**config.mk**
```make
export PLATFORM = sky130hd
export DESIGN_NAME = mem_port_arbiter
export DESIGN_NICKNAME = d
export VERILOG_FILES = /design/src/rtl/mem_port_arbiter.sv
export SDC_FILE = /design/constraint.sdc
export NUM_CORES = 1
export LEC_CHECK = 0
export ABC_AREA = 1
export BUFFER_PORTS_ARGS = -buffer_cell sky130_fd_sc_hd__buf_2
export CORE_MARGIN = 2
export CORE_UTILIZATION = 43
export DETAILED_ROUTE_END_ITERATION = 12
export PLACE_DENSITY = 0.75
export SLEW_MARGIN = 10
export SYNTH_ARGS = -nofsm -noshare
export SYNTH_HDL_FRONTEND = slang
export SYNTH_SLANG_ARGS = --single-unit
```
**constraint.sdc**
```tcl
create_clock -name clk -period 4.1 [get_ports clk]
set_input_delay 0.205 -clock clk [delete_from_list [all_inputs] [get_ports clk]]
set_output_delay 0.205 -clock clk [all_outputs]
set_load 0.05 [all_outputs]
```
**src/rtl/mem_port_arbiter.sv**
```systemverilog
// mem_port_arbiter: shares one single-port sync RAM between fetch (0), data (1) and loader (2).
// Latency: gnt one cycle after a request is seen in IDLE; done at +2 (write) or +2+RD_WAIT (read).
// Backpressure: requests are held by the requester until gnt; one access in flight, others wait in IDLE.
// Build option: define MEMARB_RR_EN for round-robin arbitration, otherwise fixed loader > data > fetch.
module mem_port_arbiter #(
  parameter int AW      = 5,
  parameter int DW      = 8,
  parameter int RD_WAIT = 1
) (
  input  logic            clk,
  input  logic            rst_n,
  input  logic [2:0]      req,
  input  logic [2:0]      we,
  input  logic [3*AW-1:0] addr,
  input  logic [3*DW-1:0] wdata,
  output logic [2:0]      gnt,
  output logic [2:0]      done,
  output logic [DW-1:0]   rdata,
  output logic            busy,
  output logic            mem_en,
  output logic            mem_we,
  output logic [AW-1:0]   mem_addr,
  output logic [DW-1:0]   mem_wdata,
  input  logic [DW-1:0]   mem_rdata
);

  typedef enum logic [1:0] {
    S_IDLE   = 2'd0,
    S_ACCESS = 2'd1,
    S_WAIT   = 2'd2,
    S_RESP   = 2'd3
  } state_t;

  state_t          state_q, state_d;
  logic [1:0]      owner_q, owner_d;
  logic            we_q, we_d;
  logic [AW-1:0]   addr_q, addr_d;
  logic [DW-1:0]   wdata_q, wdata_d;
  logic [DW-1:0]   rdata_q, rdata_d;
  logic [3:0]      cnt_q, cnt_d;

  // Arbitration result, only consumed while in IDLE.
  logic [1:0]      win;
  logic            win_vld;

`ifdef MEMARB_RR_EN
  // Last granted owner; the search starts just after it.
  logic [1:0]      ptr_q, ptr_d;
  logic [1:0]      rr_idx;

  function automatic logic [1:0] rr_next(input logic [1:0] x);
    return (x == 2'd2) ? 2'd0 : x + 2'd1;
  endfunction

  // Round-robin pick: walk the three requesters starting after the pointer.
  always_comb begin
    win     = 2'd0;
    win_vld = 1'b0;
    rr_idx  = rr_next(ptr_q);
    for (int i = 0; i < 3; i++) begin
      if (!win_vld && req[rr_idx]) begin
        win     = rr_idx;
        win_vld = 1'b1;
      end
      rr_idx = rr_next(rr_idx);
    end
  end

  // Pointer follows the owner chosen on the way into ACCESS.
  always_comb begin
    ptr_d = ptr_q;
    if (state_q == S_IDLE && win_vld) begin
      ptr_d = win;
    end
  end

  // Pointer register; after reset the loader counts as last owner so fetch goes first.
  always_ff @(posedge clk or negedge rst_n) begin
    if (!rst_n) begin
      ptr_q <= 2'd2;
    end else begin
      ptr_q <= ptr_d;
    end
  end
`else
  // Fixed priority pick: loader beats data beats fetch.
  always_comb begin
    win     = 2'd0;
    win_vld = |req;
    if (req[2]) begin
      win = 2'd2;
    end else if (req[1]) begin
      win = 2'd1;
    end
  end
`endif

  // Sequencer: next state, captured request fields and RAM/handshake outputs.
  always_comb begin
    state_d = state_q;
    owner_d = owner_q;
    we_d    = we_q;
    addr_d  = addr_q;
    wdata_d = wdata_q;
    rdata_d = rdata_q;
    cnt_d   = cnt_q;
    gnt     = 3'b000;
    done    = 3'b000;
    mem_en  = 1'b0;
    mem_we  = 1'b0;
    case (state_q)
      S_IDLE: begin
        if (win_vld) begin
          owner_d = win;
          addr_d  = addr[int'(win)*AW +: AW];
          wdata_d = wdata[int'(win)*DW +: DW];
          // Fetch is read-only regardless of its write flag.
          we_d    = (win != 2'd0) && we[win];
          state_d = S_ACCESS;
        end
      end
      S_ACCESS: begin
        mem_en = 1'b1;
        mem_we = we_q;
        gnt    = 3'b001 << owner_q;
        if (we_q) begin
          state_d = S_RESP;
        end else begin
          cnt_d   = 4'(RD_WAIT);
          state_d = S_WAIT;
        end
      end
      S_WAIT: begin
        cnt_d = cnt_q - 4'd1;
        // Earlier mem_rdata values are not yet the answer; sample only on the last wait cycle.
        if (cnt_q == 4'd1) begin
          rdata_d = mem_rdata;
          state_d = S_RESP;
        end
      end
      S_RESP: begin
        done    = 3'b001 << owner_q;
        state_d = S_IDLE;
      end
      default: begin
        state_d = S_IDLE;
      end
    endcase
  end

  // State and captured-request registers; reset aborts any access in flight.
  always_ff @(posedge clk or negedge rst_n) begin
    if (!rst_n) begin
      state_q <= S_IDLE;
      owner_q <= 2'd0;
      we_q    <= 1'b0;
      addr_q  <= '0;
      wdata_q <= '0;
      rdata_q <= '0;
      cnt_q   <= 4'd0;
    end else begin
      state_q <= state_d;
      owner_q <= owner_d;
      we_q    <= we_d;
      addr_q  <= addr_d;
      wdata_q <= wdata_d;
      rdata_q <= rdata_d;
      cnt_q   <= cnt_d;
    end
  end

  assign busy      = (state_q != S_IDLE);
  assign mem_addr  = addr_q;
  assign mem_wdata = wdata_q;
  assign rdata     = rdata_q;

endmodule

```
==> qor.csv <==
stage,metric,value,unit
die,die_height,67.3,um
synth,synth_warnings,0,
routing,drc_errors,0,
routing,drt-total-wl,4000,um
place,post_dp_cell_area,2120,sq um
clock_network,numCtsBuffers,5,
routing,wl_met3,266,um
synth,seq_area_frac_synth,43.6,%
die,dieArea,4520,sq um
synth,synth_cells,227,
critical_path,cp_common_cell,inv_1,
clock_network,clkSinkCount,30,
global_route,grt_use_total,19.4,%
worst_hold_path,min_from,mem_rdata[6],
sta,tns,0,ns
place,dpl_worst_slack,2.54,ns
routing,ant_nets,0,
sta,postLayoutSetupSlackWorst,2.26,ns
sta,slew_viol_final,0,
clock_network,cts_root_buf,clkbuf_8,
layout,final_common_cell,nand2_1,
critical_path,crit_path_cell_trace,inv_1 -> ha_1 -> inv_1 -> nor3_1 -> buf_2,
critical_path,end_kind,output pin,
synth,synth-seq-cells,30,
die,die_w,67.3,um
critical_path,slowest_delay,0.43,ns
place,port_buffers,83,
die,initial_core_util,46.0,%
sta,period_share,45.0,%
die,core,3740,sq um
die,rows,22,
critical_path,worstReg2RegEnd,we_q,
sta,clock_skew,0.00576,ns
sta,setup_viol,0,
global_route,grt_pass1_wl,6520,um
status,status,completed,
layout,drive_gt1_share,33.0,%
synth,avgSynthCellArea,7.58,sq um
place,dp_hpwl,3030,um
sta,rsz0062_at_grt,no,
layout,regArea,751,sq um
layout,synthToLayoutAreaGrowth,32.1,%
critical_path,worstPathArrival,1.64,ns
clock_network,tritoncts,yes,
power_and_ir_drop,power_density,874,nW/um^2
layout,multi_input_area,802,sq um
clock_network,insertion_delay,0.28,ns
sta,fmax,542,MHz
routing,route.vias.total,1653,
critical_path,worst_setup_path_start_kind,register,
sta,slew_headroom,56.7,%
routing,drtPass1Iterations,4,
global_route,antenna_found_initial,0,
critical_path,rrSetupSlack,2.61,ns
run,max_cap_viol_count,0,
synth,ys_types,24,
routing,met2_wirelength,1850,um
sta,worst_pin_slew,0.649,ns
critical_path,critical_path_class,reg -> out,
routing,via_per_inst,4.59,
power_and_ir_drop,irDropWorstVdd,424,uV
place,gp_congestion,0.803,
global_route,grt_overflow_total,0,
power_and_ir_drop,leakagePower,1.35,nW
critical_path,cp_max_fo,5,
critical_path,crit_path_start,state_q[1],
synth,synth_nets,289,
sta,finalHoldViolCount,0,
critical_path,cp_slowest_cell,dfrtp_1,
clock_network,postCtsSetupBuffers,0,
routing,dr.max_layer_used,met4,
clock_network,htree_levels,2,
layout,layout_common_cells,"nand2_1, buf_2, dfrtp_1, inv_1, nand3_1",
worst_hold_path,hold_path_class,in -> reg,
sta,period_minus_slack,1.84,ns
global_route,grt_max_degree,31,
layout,num-nets-final,373,
global_route,first_global_vias,1474,
routing,wl_per_cell,11.1,um
layout,stdcell_area,2270,sq um
critical_path,endpoint,gnt[2],
clock_network,clk_pin_slew,0.07,ns
critical_path,cp_data_required_time,3.89,ns
clock_network,cts.path.max_buffers,2,
critical_path,reg2reg_depth,6,
critical_path,reg2reg_from,state_q[0],
layout,fillCellCount,376,
routing,drt-met1-wl,1820,um
die,ios,85,
layout,antenna-diode-count,0,
routing,drt_iter0_drc,71,
synth,netlist_area,1720,sq um
==> cell usage after synthesis <==
cell | number | area, sq um
buf_4 | 1 | 7.51
buf_8 | 1 | 15.0
buf_2 | 1 | 5.00
nand2_4 | 1 | 11.3
nor2_1 | 3 | 11.3
dfrtp_1 | 30 | 751
o21ai_1 | 11 | 55.1
nand2_1 | 107 | 402
ha_1 | 7 | 87.6
inv_4 | 1 | 6.26
nor3_1 | 6 | 30.0
buf_6 | 3 | 33.8
inv_1 | 22 | 82.6
clkbuf_8 | 1 | 13.8
o22ai_1 | 1 | 6.26
o21ai_0 | 3 | 15.0
inv_2 | 1 | 3.75
nand3_2 | 4 | 40.0
nand2_2 | 3 | 18.8
nor2_8 | 1 | 20.0
xor2_1 | 1 | 8.76
nor2_4 | 1 | 11.3
nand3_1 | 15 | 75.1
a21oi_1 | 2 | 10.0
==> report_power, final <==
group          internal, mW  leakage [nW]  switching, mW
logic                 0.271         0.905          0.821
clock network         0.259        0.0714          0.108
registers             0.440         0.373         0.0891
==> critical path: cells and delay by family, from the launching register on <==
family	cells	cell delay, ns
flip-flops	1	0.43
adder cells (fa/ha/maj)	1	0.23
buffers and inverters	3	0.53
AND/OR/NAND/NOR	1	0.18
==> cells by family (layout without fill, tap and decap cells) <==
family,after synthesis,count (layout),share of synthesized area (%)
AOI/OAI and AO/OA,17,17,5.02
buffers and inverters,31,116,9.74
xor gates and xnor gates,1,1,0.509
adders and majority gates,7,7,5.09
DFF,30,30,43.6
and+or+nand+nor,141,141,36.0
==> stage by stage <==
| step | total power, mW | instances | hold WS, ns | util [%] |
|---|---|---|---|---|
| after floorplan | 1.39 | 227 | -0.0906 | - |
| after global placement | 1.60 | 351 | 0.275 | 56.7 |
| after detailed placement | 1.63 | 351 | 0.271 | 56.7 |
| after CTS | 2.01 | 360 | 0.157 | 60.7 |
| after global routing | 2.14 | 360 | 0.164 | 60.7 |
| final | 1.99 | 360 | 0.164 | 60.7 |
==> registers in the layout, summed over array words and instances (netlist names) <==
signal and count:
cnt_q 4, mem_addr 5, mem_wdata 8, owner_q 2
rdata 8, state_q 2, we_q 1
==> worst min-delay path by stage <==
stage                         endpoint  depth (start not counted)
after floorplan               cnt_q[0]                          0
after global placement    mem_wdata[2]                          1
after detailed placement  mem_wdata[2]                          1
after CTS                     rdata[7]                          3
after global routing          rdata[6]                          3
final                         rdata[6]                          3
==> area by class of cell <==
class | count | share of cell area, %
inverters | 24 | 4.07
flip-flops and latches | 30 | 33.0
well taps | 48 | 2.64
multi-input cells | 166 | 35.3
clock inverters | 2 | 2.64
clock buffers | 6 | 3.63
repair buffers | 84 | 18.7
==> layer usage <==
| metal | GRT usage, % | vias up |
|---|---|---|
| li1 | - | 868 |
| met1 | 24.1 | 713 |
| met2 | 32.3 | 68 |
| met3 | 4.50 | 4 |
| met4 | 8.42 | 0 |
| met5 | 0 | - |
==> timing repair <==
| item | 4_1_cts | 5_1_grt |
|---|---|---|
| gates resized for setup | 0 | 0 |
| hold buffers | 1 | 0 |
| endpoints found under the hold margin | 30 | 0 |
Note: power is estimated with default switching activity, not from simulation.
